### config.mk
export PLATFORM = sky130hd
export DESIGN_NAME = qif_neuron_array
export DESIGN_NICKNAME = d
export VERILOG_FILES = /design/src/rtl/qif_pkg.sv /design/src/rtl/qif_neuron_array_update.sv /design/src/rtl/qif_neuron_array.sv
export SDC_FILE = /design/constraint.sdc
export NUM_CORES = 1
export LEC_CHECK = 0
export CORE_MARGIN = 2
export CORE_UTILIZATION = 25
export CTS_CLUSTER_DIAMETER = 80
export DETAILED_ROUTE_END_ITERATION = 16
export HOLD_SLACK_MARGIN = 0.1
export PLACE_DENSITY_LB_ADDON = 0.25
export SETUP_SLACK_MARGIN = 0.5
export SLEW_MARGIN = 25
export SYNTH_ARGS = -nofsm -noshare
export SYNTH_HDL_FRONTEND = slang
export SYNTH_SLANG_ARGS = --single-unit
### constraint.sdc
create_clock -name clk -period 21.3 [get_ports clk]
set_input_delay 3.195 -clock clk [delete_from_list [all_inputs] [get_ports clk]]
set_output_delay 3.195 -clock clk [all_outputs]
set_load 0.03 [all_outputs]
### src/rtl/qif_pkg.sv
`default_nettype none
// ============================================================================
//  Module   : qif_pkg
//  Brief    : Shared types, default parameters and saturation helper for the
//             time-multiplexed QIF neuron array.
//  Revision : 1.0 - initial release
// ============================================================================
package qif_pkg;

  // Default parameter values for the neuron array
  localparam int QIF_WIDTH_DEF     = 8;
  localparam int QIF_N_NEURONS_DEF = 16;
  localparam int QIF_V_RESET_DEF   = -20;
  localparam int QIF_V_PEAK_DEF    = 50;
  localparam int QIF_SQ_SHIFT_DEF  = 6;
  localparam int QIF_I_SHIFT_DEF   = 2;
  localparam int QIF_REFRAC_DEF    = 2;

  // Sweep controller states
  typedef enum logic [1:0] {
    ST_IDLE  = 2'd0,
    ST_READ  = 2'd1,
    ST_DRAIN = 2'd2
  } qif_state_e;

  // Clamp a wide signed value into the signed range of a w-bit word.
  // The result is returned sign-extended; callers keep the low w bits.
  function automatic logic signed [63:0] sat_signed(input logic signed [63:0] x,
                                                   input int w);
    logic signed [63:0] hi;
    logic signed [63:0] lo;
    hi = (64'sd1 <<< (w - 1)) - 64'sd1;
    lo = -(64'sd1 <<< (w - 1));
    if (x > hi) return hi;
    if (x < lo) return lo;
    return x;
  endfunction

endpackage
`default_nettype wire

### src/rtl/qif_neuron_array_update.sv
`default_nettype none
// ============================================================================
//  Module   : qif_update
//  Brief    : Combinational QIF datapath: V + (V*V >>> SQ_SHIFT) +
//             (I >>> I_SHIFT) in 2*WIDTH+2 bits, saturated to WIDTH bits,
//             followed by the signed threshold compare against V_PEAK.
//  Revision : 1.0 - initial release
// ============================================================================
module qif_update
  import qif_pkg::*;
#(
  parameter int WIDTH    = QIF_WIDTH_DEF,
  parameter int SQ_SHIFT = QIF_SQ_SHIFT_DEF,
  parameter int I_SHIFT  = QIF_I_SHIFT_DEF,
  parameter int V_PEAK   = QIF_V_PEAK_DEF
) (
  input  logic signed [WIDTH-1:0] v_i,
  input  logic signed [WIDTH-1:0] syn_i,
  output logic signed [WIDTH-1:0] vs_o,
  output logic                    spike_o
);

  // Wide enough that the sum of all three terms can never wrap
  localparam int SW = 2 * WIDTH + 2;
  localparam logic signed [WIDTH-1:0] C_V_PEAK = WIDTH'(V_PEAK);

  logic signed [SW-1:0] w_v_ext;
  logic signed [SW-1:0] w_i_ext;
  logic signed [SW-1:0] w_sq;
  logic signed [SW-1:0] w_sum;
  logic signed [63:0]   w_sat;
  logic                 unused_sat_hi;

  assign w_v_ext = {{(SW - WIDTH){v_i[WIDTH-1]}}, v_i};
  assign w_i_ext = {{(SW - WIDTH){syn_i[WIDTH-1]}}, syn_i};

  // Square is non-negative; both shifts are arithmetic (floor)
  assign w_sq  = w_v_ext * w_v_ext;
  assign w_sum = w_v_ext + (w_sq >>> SQ_SHIFT) + (w_i_ext >>> I_SHIFT);

  assign w_sat         = sat_signed({{(64 - SW){w_sum[SW-1]}}, w_sum}, WIDTH);
  assign vs_o          = w_sat[WIDTH-1:0];
  assign unused_sat_hi = ^w_sat[63:WIDTH];

  assign spike_o = (vs_o >= C_V_PEAK);

endmodule
`default_nettype wire

### src/rtl/qif_neuron_array.sv
`default_nettype none
// ============================================================================
//  Module   : qif_neuron_array
//  Brief    : Time-multiplexed array of N_NEURONS quadratic integrate-and-fire
//             neurons sharing one update datapath. Each step sweeps all
//             neurons: read synapse memory, update, spike detect, stream out.
//             Optional macro QIF_REFRACTORY_EN adds per-neuron refractory
//             counters (REFRAC steps of forced V_RESET after a spike).
//             rst_n is a synchronous, active-HIGH reset despite its name.
//  Revision : 1.0 - initial release
// ============================================================================
module qif_neuron_array
  import qif_pkg::*;
#(
  parameter int WIDTH     = QIF_WIDTH_DEF,
  parameter int N_NEURONS = QIF_N_NEURONS_DEF,
  parameter int V_RESET   = QIF_V_RESET_DEF,
  parameter int V_PEAK    = QIF_V_PEAK_DEF,
  parameter int SQ_SHIFT  = QIF_SQ_SHIFT_DEF,
  parameter int I_SHIFT   = QIF_I_SHIFT_DEF,
  parameter int REFRAC    = QIF_REFRAC_DEF
) (
  input  logic                           clk,
  input  logic                           rst_n,
  input  logic                           step,
  output logic                           syn_rd,
  output logic [$clog2(N_NEURONS)-1:0]   syn_addr,
  input  logic signed [WIDTH-1:0]        syn_data,
  output logic                           busy,
  output logic                           done,
  output logic                           out_valid,
  output logic [$clog2(N_NEURONS)-1:0]   out_idx,
  output logic signed [WIDTH-1:0]        v_out,
  output logic                           spike
);

  localparam int AW = $clog2(N_NEURONS);
  localparam logic signed [WIDTH-1:0] C_V_RESET = WIDTH'(V_RESET);
  localparam logic [AW-1:0]           C_LAST    = AW'(N_NEURONS - 1);

  // Controller
  qif_state_e        state_q, state_d;
  logic [AW-1:0]     addr_q, addr_d;
  logic              done_q, done_d;

  // Stage 1: a read is outstanding, syn_data arrives this cycle
  logic              pend_valid_q;
  logic [AW-1:0]     pend_idx_q;

  // Stage 2: registered result
  logic              out_valid_q;
  logic [AW-1:0]     out_idx_q;
  logic signed [WIDTH-1:0] v_out_q, v_out_d;
  logic              spike_q, spike_d;

  // Per-neuron membrane state and its write-back value
  logic signed [WIDTH-1:0] v_q [N_NEURONS];
  logic signed [WIDTH-1:0] v_wb_d;

  logic signed [WIDTH-1:0] w_v_cur;
  logic signed [WIDTH-1:0] w_vs;
  logic                    w_spk;
  logic                    w_refrac;

  assign w_v_cur = v_q[pend_idx_q];

  qif_update #(
    .WIDTH    (WIDTH),
    .SQ_SHIFT (SQ_SHIFT),
    .I_SHIFT  (I_SHIFT),
    .V_PEAK   (V_PEAK)
  ) u_update (
    .v_i     (w_v_cur),
    .syn_i   (syn_data),
    .vs_o    (w_vs),
    .spike_o (w_spk)
  );

  // Next-state logic: walk the addresses, then wait for the last result
  always_comb begin
    state_d = state_q;
    addr_d  = addr_q;
    done_d  = 1'b0;
    case (state_q)
      ST_IDLE: begin
        if (step) begin
          state_d = ST_READ;
          addr_d  = '0;
        end
      end
      ST_READ: begin
        if (addr_q == C_LAST) state_d = ST_DRAIN;
        else                  addr_d  = addr_q + AW'(1);
      end
      ST_DRAIN: begin
        // Last read has been consumed once no read is outstanding
        if (!pend_valid_q) begin
          state_d = ST_IDLE;
          done_d  = 1'b1;
        end
      end
      default: state_d = ST_IDLE;
    endcase
  end

  // Controller registers
  always_ff @(posedge clk) begin
    if (rst_n) begin
      state_q <= ST_IDLE;
      addr_q  <= '0;
      done_q  <= 1'b0;
    end else begin
      state_q <= state_d;
      addr_q  <= addr_d;
      done_q  <= done_d;
    end
  end

  // Result selection: refractory override, spike reset, or plain update
  always_comb begin
    v_out_d = v_out_q;
    spike_d = 1'b0;
    v_wb_d  = w_v_cur;
    if (pend_valid_q) begin
      if (w_refrac) begin
        v_out_d = C_V_RESET;
        v_wb_d  = C_V_RESET;
      end else begin
        v_out_d = w_vs;
        spike_d = w_spk;
        v_wb_d  = w_spk ? C_V_RESET : w_vs;
      end
    end
  end

  // Pipeline registers; outputs hold between results, spike is qualified
  always_ff @(posedge clk) begin
    if (rst_n) begin
      pend_valid_q <= 1'b0;
      pend_idx_q   <= '0;
      out_valid_q  <= 1'b0;
      out_idx_q    <= '0;
      v_out_q      <= C_V_RESET;
      spike_q      <= 1'b0;
    end else begin
      pend_valid_q <= syn_rd;
      pend_idx_q   <= addr_q;
      out_valid_q  <= pend_valid_q;
      if (pend_valid_q) out_idx_q <= pend_idx_q;
      v_out_q      <= v_out_d;
      spike_q      <= spike_d;
    end
  end

  // Membrane write-back in the same cycle the result is registered
  always_ff @(posedge clk) begin
    if (rst_n) begin
      for (int i = 0; i < N_NEURONS; i++) v_q[i] <= C_V_RESET;
    end else if (pend_valid_q) begin
      v_q[pend_idx_q] <= v_wb_d;
    end
  end

`ifdef QIF_REFRACTORY_EN
  localparam int RW = $clog2(REFRAC + 1);
  localparam logic [RW-1:0] C_REFRAC = RW'(REFRAC);

  logic [RW-1:0] r_q [N_NEURONS];

  assign w_refrac = (r_q[pend_idx_q] != '0);

  // Refractory counters: load on spike, count down while non-zero
  always_ff @(posedge clk) begin
    if (rst_n) begin
      for (int i = 0; i < N_NEURONS; i++) r_q[i] <= '0;
    end else if (pend_valid_q) begin
      if (w_refrac)   r_q[pend_idx_q] <= r_q[pend_idx_q] - RW'(1);
      else if (w_spk) r_q[pend_idx_q] <= C_REFRAC;
    end
  end
`else
  logic unused_refrac;
  assign w_refrac      = 1'b0;
  assign unused_refrac = (REFRAC > 0);
`endif

  assign syn_rd    = (state_q == ST_READ);
  assign syn_addr  = addr_q;
  assign busy      = (state_q != ST_IDLE);
  assign done      = done_q;
  assign out_valid = out_valid_q;
  assign out_idx   = out_idx_q;
  assign v_out     = v_out_q;
  assign spike     = spike_q;

endmodule
`default_nettype wire

; Yosys cells after proc, flatten, opt, wreduce, memory -nomap -nowiden
; Memory sizes are Yosys's and may differ from the RTL's. A register that Yosys moved wholly into a read port is not among the register bits.
; Cells that the tools add are included.
[classes]
magnitude_cmp = 3
muxes = 26
reduce_logical = 8
n_bitwise = 2
mul = 1
addsub = 3
eq_ne = 7
[ops]
columns = cell, count
row1 = 8-bit two-way mux, 7
row2 = 18-bit by 8-bit > comparator with 1-bit output (second input constant), 1
row3 = 18-bit by 8-bit less-than comparator with 1-bit output (second input constant), 1
row4 = 8-bit by 8-bit multiplier with 16-bit output, 1
row5 = 4-bit two-way mux, 4
row6 = 11-bit by 6-bit adder with 12-bit output, 1
row7 = 8-bit by 10-bit adder with 11-bit output, 1
row8 = 1-bit two-way mux, 10
row9 = 8-bit by 7-bit greater-or-equal comparator with 1-bit output (second input constant), 1
row10 = 4-bit one-hot mux with 2 select lines, 1
row11 = 8-bit OR reduction, 1
row12 = 2-bit two-way mux, 3
row13 = 2-bit != test (second input constant), 3
row14 = 2-bit one-hot mux with 3 select lines, 1
row15 = 3-bit AND reduction, 2
row16 = 4-bit by 1-bit adder with 4-bit output (second input constant), 1
row17 = 4-bit equality test (second input constant), 1
row18 = 2-bit nonzero test, 2
row19 = 2-bit OR reduction, 2
row20 = 2-bit by 1-bit equality test with 1-bit output (second input constant), 1
row21 = 2-bit equality test (second input constant), 1
row22 = 2-bit zero test, 1
row23 = 2-bit by 1-bit != test with 1-bit output (second input constant), 1
row24 = 1-bit NOT, 2
[totals]
out_inout_bits = 21
reg_bits = 26
inputBits = 11
mem_count = 1
ram_bits = 128
word_cells = 60
[memory_table]
columns = memory, words, word_bits, rd, rd_clocked_by_memory_dff, write_ports, line
row1 = v_q, 16, 8, 1, 1, 16, qif_neuron_array.sv:57  ; logic signed [WIDTH-1:0] v_q [N_NEURONS];

; Depth between registers and ports, before layout
; Gate-level depths: netlist of run 1.
[logic_depth]
depth_word = 12
ltp_mapped = 37
depth_no_buf = 33

; Cells and area by module
; Synthesis of run 1 repeated with hierarchy kept, for this count alone.
[unflattened]
cells_unflattened = 865
hier_area_um2 = 9658.0
[modules_own_cells]
columns = mod, cells_each, n_inst, area_each_um2, seq_area_each_um2
row1 = qif_neuron_array, 523, 1, 6791.5, 4364.2
row2 = qif_update, 342, 1, 2866.5, 0.0

; Worst setup path before layout of run 1
; OpenSTA, ideal clock, no wires.
[synth_path]
kind = reg2reg
from = register pend_idx_q[0]
to = memory v_q[1][6] (netlist name), data pin
setup_time_ns = 0.270
path_buffers = 6
path_slack_ns = 12.553
required_ns = 21.030
t_arrival_ns = 8.477
stages_incl_launch_ff = 36
period_less_slack_ns = 8.747
cell_sequence = dfxtp_1 > buf_6 > buf_6 > buf_6 > mux4_2 > mux4_2 > clkbuf_1 > or2_2 > fa_1 > inv_1 > fa_1 > fa_1 > inv_1 > fa_1 > inv_1 > ha_1 > nand3_1 > or3_1 > nor2_1 > a221oi_4 > nand2b_1 > a21oi_2 > xor2_1 > fa_1 > inv_1 > ha_1 > a21o_1 > a21oi_1 > o31ai_1 > a21oi_1 > xnor2_1 > o31a_1 > buf_4 > o21ai_4 > buf_4 > nand2_1
[synth_lines]
columns = item, line
row1 = start: declaration, qif_neuron_array.sv:48  ; logic [AW-1:0] pend_idx_q;
row2 = start signal: assignment, qif_neuron_array.sv:147  ; pend_idx_q <= addr_q;
row3 = end: declaration, qif_neuron_array.sv:57

==> results of run 1 <==
worst reg2reg max path: cells and delay by family, from the launching register on:
family	cells	cell delay, ns
multiplexers	1	0.65
AND/OR/NAND/NOR	8	1.51
adder cells (fa/ha/maj)	7	2.96
flip-flops	1	0.31
buffers and inverters	7	1.34
XOR/XNOR	3	0.87
AO/OA/AOI/OAI	8	2.11
sequential cells by signal (all words and copies together), names as in the netlist:
signal,count
out_valid,1
done,1
pend_idx_q,4
state_q,2
v_out,8
out_idx,4
syn_addr,4
spike,1
v_q,128
pend_valid_q,1
layer usage:
layer	vias up	share of wire [%]	GRT usage (%)
met4	0	2.2	4.31
met5	-	0	0
met2	128	47	19.4
li1	2931	-	-
met3	26	4.0	2.21
met1	3055	47	16.4
cell families after synthesis:
logic type               after synthesis  share of synthesized area (%)
AND/OR/NAND/NOR                      317                           14.9
adder cells (fa/ha/maj)               88                           15.3
multiplexers                          43                           9.27
XOR/XNOR                              23                           2.09
buffers and inverters                109                           4.92
AO/OA/AOI/OAI                         93                           8.38
flip-flops                           154                           45.2
synth_stat cells, types with 15 or more instances:
master / number
nor2_1: 101
fa_1: 50
mux4_2: 37
xnor2_1: 18
nand2_1: 112
a21oi_1: 20
edfxtp_1: 128
or2_2: 19
and2_1: 15
inv_1: 71
clkbuf_1: 16
nor3_1: 20
dfxtp_1: 26
ha_1: 38
cell type report:
| type | count | area, sq um | share of cell area, % |
|---|---|---|---|
| Inverter | 72 | 270 | 2.44 |
| Timing Repair Buffer | 35 | 335 | 3.02 |
| Tap cell | 511 | 639 | 5.76 |
| Clock buffer | 18 | 429 | 3.87 |
| Multi-Input combinational cell | 564 | 4830 | 43.5 |
| Clock inverter | 14 | 225 | 2.03 |
| Sequential cell | 154 | 4370 | 39.4 |
worst paths after layout:
kind,from,end,slack [ns],cells past startpoint
setup / recovery,pend_idx_q[0]$_SDFF_PP0_,v_q[1][4]$_SDFFCE_PN0P_,11.41,34
hold / removal,v_out[3]$_SDFFE_PP1P_,v_out[3]$_SDFFE_PP1P_,0.49,2
setup reg to reg,pend_idx_q[0]$_SDFF_PP0_,v_q[1][4]$_SDFFCE_PN0P_,11.41,34
hold reg to reg,v_out[3]$_SDFFE_PP1P_,v_out[3]$_SDFFE_PP1P_,0.49,2
metrics by stage:
stage | std cells | area, sq um
after CTS | 1368 | 11100
after global routing | 1368 | 11100
after floorplan | 827 | 9660
final | 1368 | 11100
after global placement | 1336 | 10400
after detailed placement | 1336 | 10400
==> run_results.csv, run 1 <==
group,metric,value,unit
cells_and_area,syn2layout_area_growth,14.9,%
setup_path,arrival,10.17,ns
clocking,cts-root-buf,"clkbuf_16",
sta,worst_clock_skew,0.00986,ns
logic_synthesis,synth_cells,827,
global_route,grt_usage,12.1,%
logic_synthesis,synthesis.nets,926,
sta,worst_pin_slew,0.974,ns
place,globalplace.congestion,0.731,
sta,maxSlewViolCount,0,
clocking,cts_buffer_depth,2,
setup_path,worstPathMaxFanout,37,
logic_synthesis,synth-edff-count,128,
logic_synthesis,yosys.area.top_type,"edfxtp_1",
logic_synthesis,netlist_area,0.00966,sq mm
routing,viasPerCell,4.49,
setup_path,critPathLaunchType,"flop",
clocking,htree_num_levels,4,
setup_path,path_common_cell,"inv_1",
floorplan,rows,71,
clocking,cts_inserted_buffers,17,
global_route,gr-total-overflow,0,
sta,finalCriticalPeriod,9.89,ns
clocking,cts-hold-fix-buffers,0,
sta,hold_viol,0,
sta,fin_tns_setup,0,ns
sta,setup_viol,0,
place,dp_hpwl,16.4,mm
sta,grt_setup_unrepaired,"no",
global_route,grt_pass1_wl,37.1,mm
cells_and_area,diodes,0,
routing,route.vias.total,6140,
logic_synthesis,synth_cell_type_count,61,
global_route,grt_antenna_before_repair,0,
floorplan,die_w,201,um
routing,drt-pass1-iter-count,4,
clocking,clock_sinks,154,
setup_path,slowest_delay,0.70,ns
job,cap_violations,0,
min_path,hold_path.class,"flop to flop",
routing,detail-route-antenna-nets,0,
cells_and_area,drive_gt1_share,14.1,%
clocking,clock_latency,0.43,ns
sta,fmax,0.101,GHz
routing,post-route-drc-count,0,
cells_and_area,nFillCells,3973,
global_route,grt_pass1_vias,6452,
clocking,cts_tree,"built",
logic_synthesis,ys.flop_type,"edfxtp_1",
place,pre_cts_ws,11.39,ns
setup_path,crit_slowest_cell,"o31a_1",
floorplan,io_pins,32,
logic_synthesis,yosys.area.top_type_share,39.8,%
logic_synthesis,syn_avg_cell_area,11.7,sq um
sta,final.setup.worst_slack,11.41,ns
floorplan,initial_core_util,25.5,%
cells_and_area,layout_commonest_cell,"edfxtp_1",
sta,whs,0.489,ns
setup_path,required,21.58,ns
setup_path,crit_buf_inv,7,
cells_and_area,final_core_util,29.3,%
setup_path,critPathTopFamily,"adder cells",
logic_synthesis,synth_area_leaders,"edfxtp_1, fa_1, mux4_2, dfxtp_1, ha_1",
sta,period_share,46.4,%
setup_path,end_kind,"flop",
floorplan,fp.dieArea,0.0402,sq mm
routing,wire_per_inst,17.2,um
routing,routed_wl,23.5,mm
routing,first_iter_violations,482,
logic_synthesis,async_flop_share,0,%
clocking,post_cts_buffers,0,
logic_synthesis,seq_area_frac_synth,45.2,%
floorplan,fp.dieH,201,um
logic_synthesis,ys_warn_count,0,
clocking,cts-resized-gates,0,
floorplan,coreArea,0.0378,sq mm
cells_and_area,mostFrequentLayoutCells,"edfxtp_1, nand2_1, nor2_1",
logic_synthesis,ys_ff_latch,154,
global_route,grt_max_degree,41,
setup_path,critical_path_class,"flop to flop",
status,status,"finished, final reports clean",
clocking,clkTransAtPathRegs,0.06,ns
place,portBuffers,29,
sta,slew_headroom,35.0,%
cells_and_area,final_nets,943,
Power of run 1 is not shown: default switching activity piles up to over one toggle a cycle in this logic, so the estimate is an artifact.
==> run 2: changes to the inputs <==
==> constraint.sdc (replaced) <==
create_clock -name clk -period 8.4 [get_ports clk]
set_input_delay 1.26 -clock clk [delete_from_list [all_inputs] [get_ports clk]]
set_output_delay 1.26 -clock clk [all_outputs]
set_load 0.03 [all_outputs]
==> run_results.csv, run 2 (synthesis gave the netlist of run 1 again) <==
group,metric,value,unit
status,status,"finished with violations",
status,violations,"negative setup slack",
setup_path,endpoint,"v_q[8][3]$_SDFFCE_PN1P_",
routing,drt-pass1-iter-count,4,
clocking,cts_buffer_depth,2,
sta,fmax,0.118,GHz
clocking,htree_num_levels,4,
setup_path,required,8.59,ns
floorplan,coreArea,0.0378,sq mm
cells_and_area,syn2layout_area_growth,36.8,%
sta,period_share,101,%
routing,wire_per_inst,17.0,um
place,globalplace.congestion,0.767,
cells_and_area,drive_gt1_share,37.2,%
setup_path,path_common_cell,"fa_1",
setup_path,r2r_slack,-0.11,ns
routing,detail-route-antenna-nets,0,
setup_path,critical_path_class,"flop to flop",
routing,route.vias.total,6682,
setup_path,end_kind,"flop",
setup_path,slowest_delay,0.64,ns
floorplan,rows,71,
setup_path,arrival,8.69,ns
floorplan,die_w,201,um
setup_path,critPathLaunchType,"flop",
setup_path,r2r_cells,35,
cells_and_area,fin_area,0.0132,sq mm
cells_and_area,nFillCells,3770,
setup_path,r2r-start,"pend_idx_q[0]$_SDFF_PP0_",
clocking,clkTransAtPathRegs,0.06,ns
clocking,cts_tree,"built",
floorplan,initial_core_util,25.5,%
cells_and_area,layout_commonest_cell,"edfxtp_1",
sta,grt_setup_unrepaired,"yes",
routing,viasPerCell,4.41,
routing,first_iter_violations,362,
sta,setup_viol,74,
min_path,hold_path.class,"flop to flop",
floorplan,fp.dieH,201,um
cells_and_area,diodes,0,
clocking,cts-hold-fix-buffers,0,
routing,routed_wl,25.8,mm
sta,slew_headroom,44.9,%
cells_and_area,largest_reg_flops,128,
setup_path,r2r-end,"v_q[8][3]$_SDFFCE_PN1P_",
global_route,grt_antenna_before_repair,0,
global_route,grt_usage,12.8,%
place,pre_cts_ws,-0.342,ns
cells_and_area,final_core_util,34.9,%
setup_path,crit_slowest_cell,"mux4_2",
cells_and_area,final_nets,1091,
sta,maxSlewViolCount,0,
cells_and_area,largest_register,"v_q",
place,dp_hpwl,18.4,mm
cells_and_area,mostFrequentLayoutCells,"edfxtp_1, buf_4, nand2_1",
floorplan,io_pins,32,
routing,post-route-drc-count,0,
clocking,clock_sinks,154,
sta,worst_pin_slew,0.820,ns
sta,hold_viol,0,
place,placed_cell_area,0.0117,sq mm
place,portBuffers,29,
job,cap_violations,0,
global_route,grt_pass1_wl,39.5,mm
sta,final.setup.worst_slack,-0.109,ns
global_route,grt_max_degree,41,
sta,worst_clock_skew,0.00849,ns
setup_path,worstPathMaxFanout,9,
floorplan,fp.dieArea,0.0402,sq mm
setup_path,startpoint,"pend_idx_q[0]$_SDFF_PP0_",
global_route,grt_pass1_vias,6879,
global_route,gr-total-overflow,0,
clocking,cts_inserted_buffers,17,
sta,finalCriticalPeriod,8.51,ns
clocking,clock_latency,0.43,ns
clocking,cts-root-buf,"clkbuf_16",
[run 2: cell count changes in the layout (fill, tap and decap cells not counted), sizes merged]
| cell | delta |
|---|---|
| bufinv | -1 |
| clkbuf | +5 |
| clkinvlp | +2 |
| buf | +144 |
| clkinv | -2 |
[run 2: worst max-delay path: cells and delay by family (launching register included)]
kind,cells,cell delay (ns)
AOI/OAI and AO/OA,6,1.07
muxes,2,1.20
DFF,1,0.40
adders and majority gates,7,3.00
and+or+nand+nor,8,1.17
xor gates and xnor gates,2,0.29
buffers and inverters,10,1.10
[run 2: layer usage]
metal	track usage, %	part of all wire [%]	wire (um)
met5	0	0	0
met4	3.92	2.1	546
met3	2.01	3.1	793
met2	21.3	49	12500
met1	17.3	46	11900
[run 2: layout make-up]
| type | count | area (sq um) | area share [%] |
|---|---|---|---|
| clock inverter | 13 | 199 | 1.51 |
| inverter | 72 | 270 | 2.05 |
| tap | 511 | 639 | 4.84 |
| sequential | 154 | 4370 | 33.1 |
| timing repair buffer | 183 | 1830 | 13.9 |
| multi-input combinational | 564 | 5460 | 41.4 |
| clock buffer | 19 | 433 | 3.28 |
[run 2: timing repair]
| action | 4_1_cts | 5_1_grt |
|---|---|---|
| setup buffers | 5 | 20 |
| setup endpoints to repair | 137 | 137 |
| hold endpoints to repair | 0 | 0 |
| pin swaps | 5 | 62 |
| resized for setup | 13 | 105 |
| cloned | 1 | 4 |
[run 2: worst min path at each step]
stage	slack [ns]	start	to	depth (start not counted)
detailed placement	0.47	v_out[6]$_SDFFE_PP1P_	v_out[6]$_SDFFE_PP1P_	2
global placement	0.46	v_out[6]$_SDFFE_PP1P_	v_out[6]$_SDFFE_PP1P_	2
floorplan	0.48	state_q[0]$_SDFFE_PP0P_	done$_SDFF_PP0_	1
finish	0.49	v_out[6]$_SDFFE_PP1P_	v_out[6]$_SDFFE_PP1P_	2
CTS	0.49	v_out[0]$_SDFFE_PP0P_	v_out[0]$_SDFFE_PP0P_	2
global route	0.52	v_out[4]$_SDFFE_PP0P_	v_out[4]$_SDFFE_PP0P_	2
[run 2: stage by stage]
step	instances	TNS (ns)	hold slack (ns)
after floorplan	827	0	0.482
after global placement	1454	-30.67	0.465
after detailed placement	1454	-28.26	0.472
after CTS	1492	-13.71	0.488
after global routing	1516	-46.48	0.522
final	1516	-2.77	0.489
Power of run 2 is left out for the same reason.
==> run 3: changes to the inputs <==
--- a/config.mk
+++ b/config.mk
@@ -10,7 +10,7 @@
 export CTS_CLUSTER_DIAMETER = 80
 export DETAILED_ROUTE_END_ITERATION = 16
 export HOLD_SLACK_MARGIN = 0.1
-export PLACE_DENSITY_LB_ADDON = 0.25
+export PLACE_DENSITY = 0.39
 export SETUP_SLACK_MARGIN = 0.5
 export SLEW_MARGIN = 25
 export SYNTH_ARGS = -nofsm -noshare
==> run_results.csv, run 3 (synthesis gave the netlist of run 1 again) <==
group,metric,value,unit
status,status,"finished with violations",
sta,maxSlewViolCount,0,
global_route,busiest_layer,"met2",
routing,route.vias.total,6832,
cells_and_area,largest_reg_flops,128,
clocking,cts_buffer_depth,2,
min_path,whs_path_depth,2,
sta,setup_viol,109,
cells_and_area,drive_gt1_share,41.2,%
place,dp.cells,1450,
clocking,clock_latency,0.44,ns
setup_path,required,8.59,ns
place,globalplace.congestion,0.746,
routing,detail-route-antenna-nets,0,
min_path,min-delay-start,"v_out[1]$_SDFFE_PP0P_",
setup_path,critical_path_class,"flop to flop",
setup_path,r2r-end,"v_q[0][2]$_SDFFCE_PN1P_",
global_route,grt_pass1_vias,7340,
setup_path,arrival,8.72,ns
setup_path,end_kind,"flop",
routing,first_iter_violations,325,
setup_path,worstPathMaxFanout,8,
global_route,grt_usage,14.5,%
routing,wire_per_inst,18.6,um
floorplan,die_w,201,um
floorplan,fp.dieH,201,um
setup_path,crit_slowest_cell,"mux4_2",
min_path,hold_path.class,"flop to flop",
cells_and_area,largest_register,"v_q",
routing,drt-pass1-iter-count,4,
clocking,clock_sinks,154,
min_path,hold_end,"v_out[1]$_SDFFE_PP0P_",
setup_path,r2r_cells,36,
setup_path,r2r-start,"pend_idx_q[0]$_SDFF_PP0_",
floorplan,coreArea,0.0378,sq mm
cells_and_area,final_nets,1112,
sta,worst_pin_slew,0.839,ns
sta,grt_setup_unrepaired,"yes",
global_route,met3_usage,1.75,%
setup_path,slowest_delay,0.61,ns
setup_path,r2r_slack,-0.13,ns
status,violations,"negative setup slack",
sta,worst_clock_skew,0.00808,ns
place,portBuffers,29,
floorplan,initial_core_util,25.5,%
routing,viasPerCell,4.45,
setup_path,critPathLaunchType,"flop",
routing,post-route-drc-count,0,
cells_and_area,syn2layout_area_growth,43.5,%
floorplan,rows,71,
sta,hold_viol,0,
place,pre_cts_ws,-0.385,ns
sta,finalCriticalPeriod,8.53,ns
clocking,cts_tree,"built",
cells_and_area,mostFrequentLayoutCells,"edfxtp_1, buf_4, nor2_1",
job,cap_violations,0,
place,dp_hpwl,19.5,mm
global_route,gr-total-overflow,0,
clocking,clkTransAtPathRegs,0.06,ns
setup_path,path_common_cell,"fa_1",
floorplan,fp.dieArea,0.0402,sq mm
clocking,cts-root-buf,"clkbuf_16",
cells_and_area,fin_area,0.0139,sq mm
floorplan,io_pins,32,
clocking,cts_inserted_buffers,17,
global_route,use_met2,24.9,%
global_route,grt_max_degree,40,
sta,final.setup.worst_slack,-0.131,ns
sta,fin_tns_setup,-7.66,ns
routing,routed_wl,28.6,mm
place,placed_cell_area,0.0117,sq mm
global_route,grt_antenna_before_repair,0,
cells_and_area,diodes,0,
sta,fmax,0.117,GHz
global_route,use_met1,18.9,%
cells_and_area,final-instance-count-excl-fill,1537,
clocking,htree_num_levels,4,
cells_and_area,layout_commonest_cell,"edfxtp_1",
global_route,grt_pass1_wl,43.9,mm
sta,period_share,102,%
sta,slew_headroom,43.7,%
==> run 3: repair_timing <==
action                                  in CTS  in global routing
pin swaps                                   75                 20
setup buffers                               38                  7
cloned                                       6                  4
endpoints found under the setup margin     137                137
hold buffers                                 0                  0
resized for setup                          129                 63
==> run 3: final cells by class <==
type | instances | area, sq um
repair buffers | 204 | 2260
clock inverters | 7 | 164
inverters | 72 | 270
well taps | 511 | 639
clock buffers | 25 | 475
flip-flops and latches | 154 | 4370
fillers | 3794 | 24000
multi-input cells | 564 | 5680
==> run 3: layer usage <==
layer | vias up | wire length (um) | part of all wire [%]
li1 | 3268 | - | -
met3 | 28 | 609 | 2.1
met4 | 0 | 559 | 2.0
met1 | 3456 | 13000 | 45
met5 | - | 0 | 0
met2 | 80 | 14500 | 51
==> run 3: how the worst max path moves through the flow <==
| stage | from | to | slack (ns) | cells after the start |
|---|---|---|---|---|
| finish | pend_idx_q[0]$_SDFF_PP0_ | v_q[0][2]$_SDFFCE_PN1P_ | -0.13 | 36 |
| global route | pend_idx_q[0]$_SDFF_PP0_ | v_q[2][0]$_SDFFCE_PN0P_ | -0.46 | 36 |
| floorplan | pend_idx_q[0]$_SDFF_PP0_ | v_q[0][4]$_SDFFCE_PN0P_ | 0.20 | 32 |
| global placement | pend_idx_q[0]$_SDFF_PP0_ | v_q[13][1]$_SDFFCE_PN0P_ | -0.35 | 29 |
| CTS | pend_idx_q[0]$_SDFF_PP0_ | v_q[9][5]$_SDFFCE_PN1P_ | -0.1 | 31 |
| detailed placement | pend_idx_q[0]$_SDFF_PP0_ | v_q[0][0]$_SDFFCE_PN0P_ | -0.39 | 32 |
==> run 3: metrics by stage <==
stage               utilization (%)  hold WS (ns)
floorplan                         -         0.482
global placement               31.0         0.474
detailed placement             31.0         0.480
CTS                            35.5         0.491
global route                   36.6         0.517
finish                         36.6         0.490
==> run 3: critical path, delay by kind of cell, from the launching register on <==
| family | cells | cell delay (ns) |
|---|---|---|
| adders and majority gates | 7 | 3.05 |
| AOI/OAI and AO/OA | 6 | 0.90 |
| xor gates and xnor gates | 2 | 0.36 |
| muxes | 2 | 1.17 |
| buffers and inverters | 12 | 1.26 |
| DFF | 1 | 0.42 |
| and+or+nand+nor | 7 | 1.10 |
Power of run 3 is left out for the same reason.
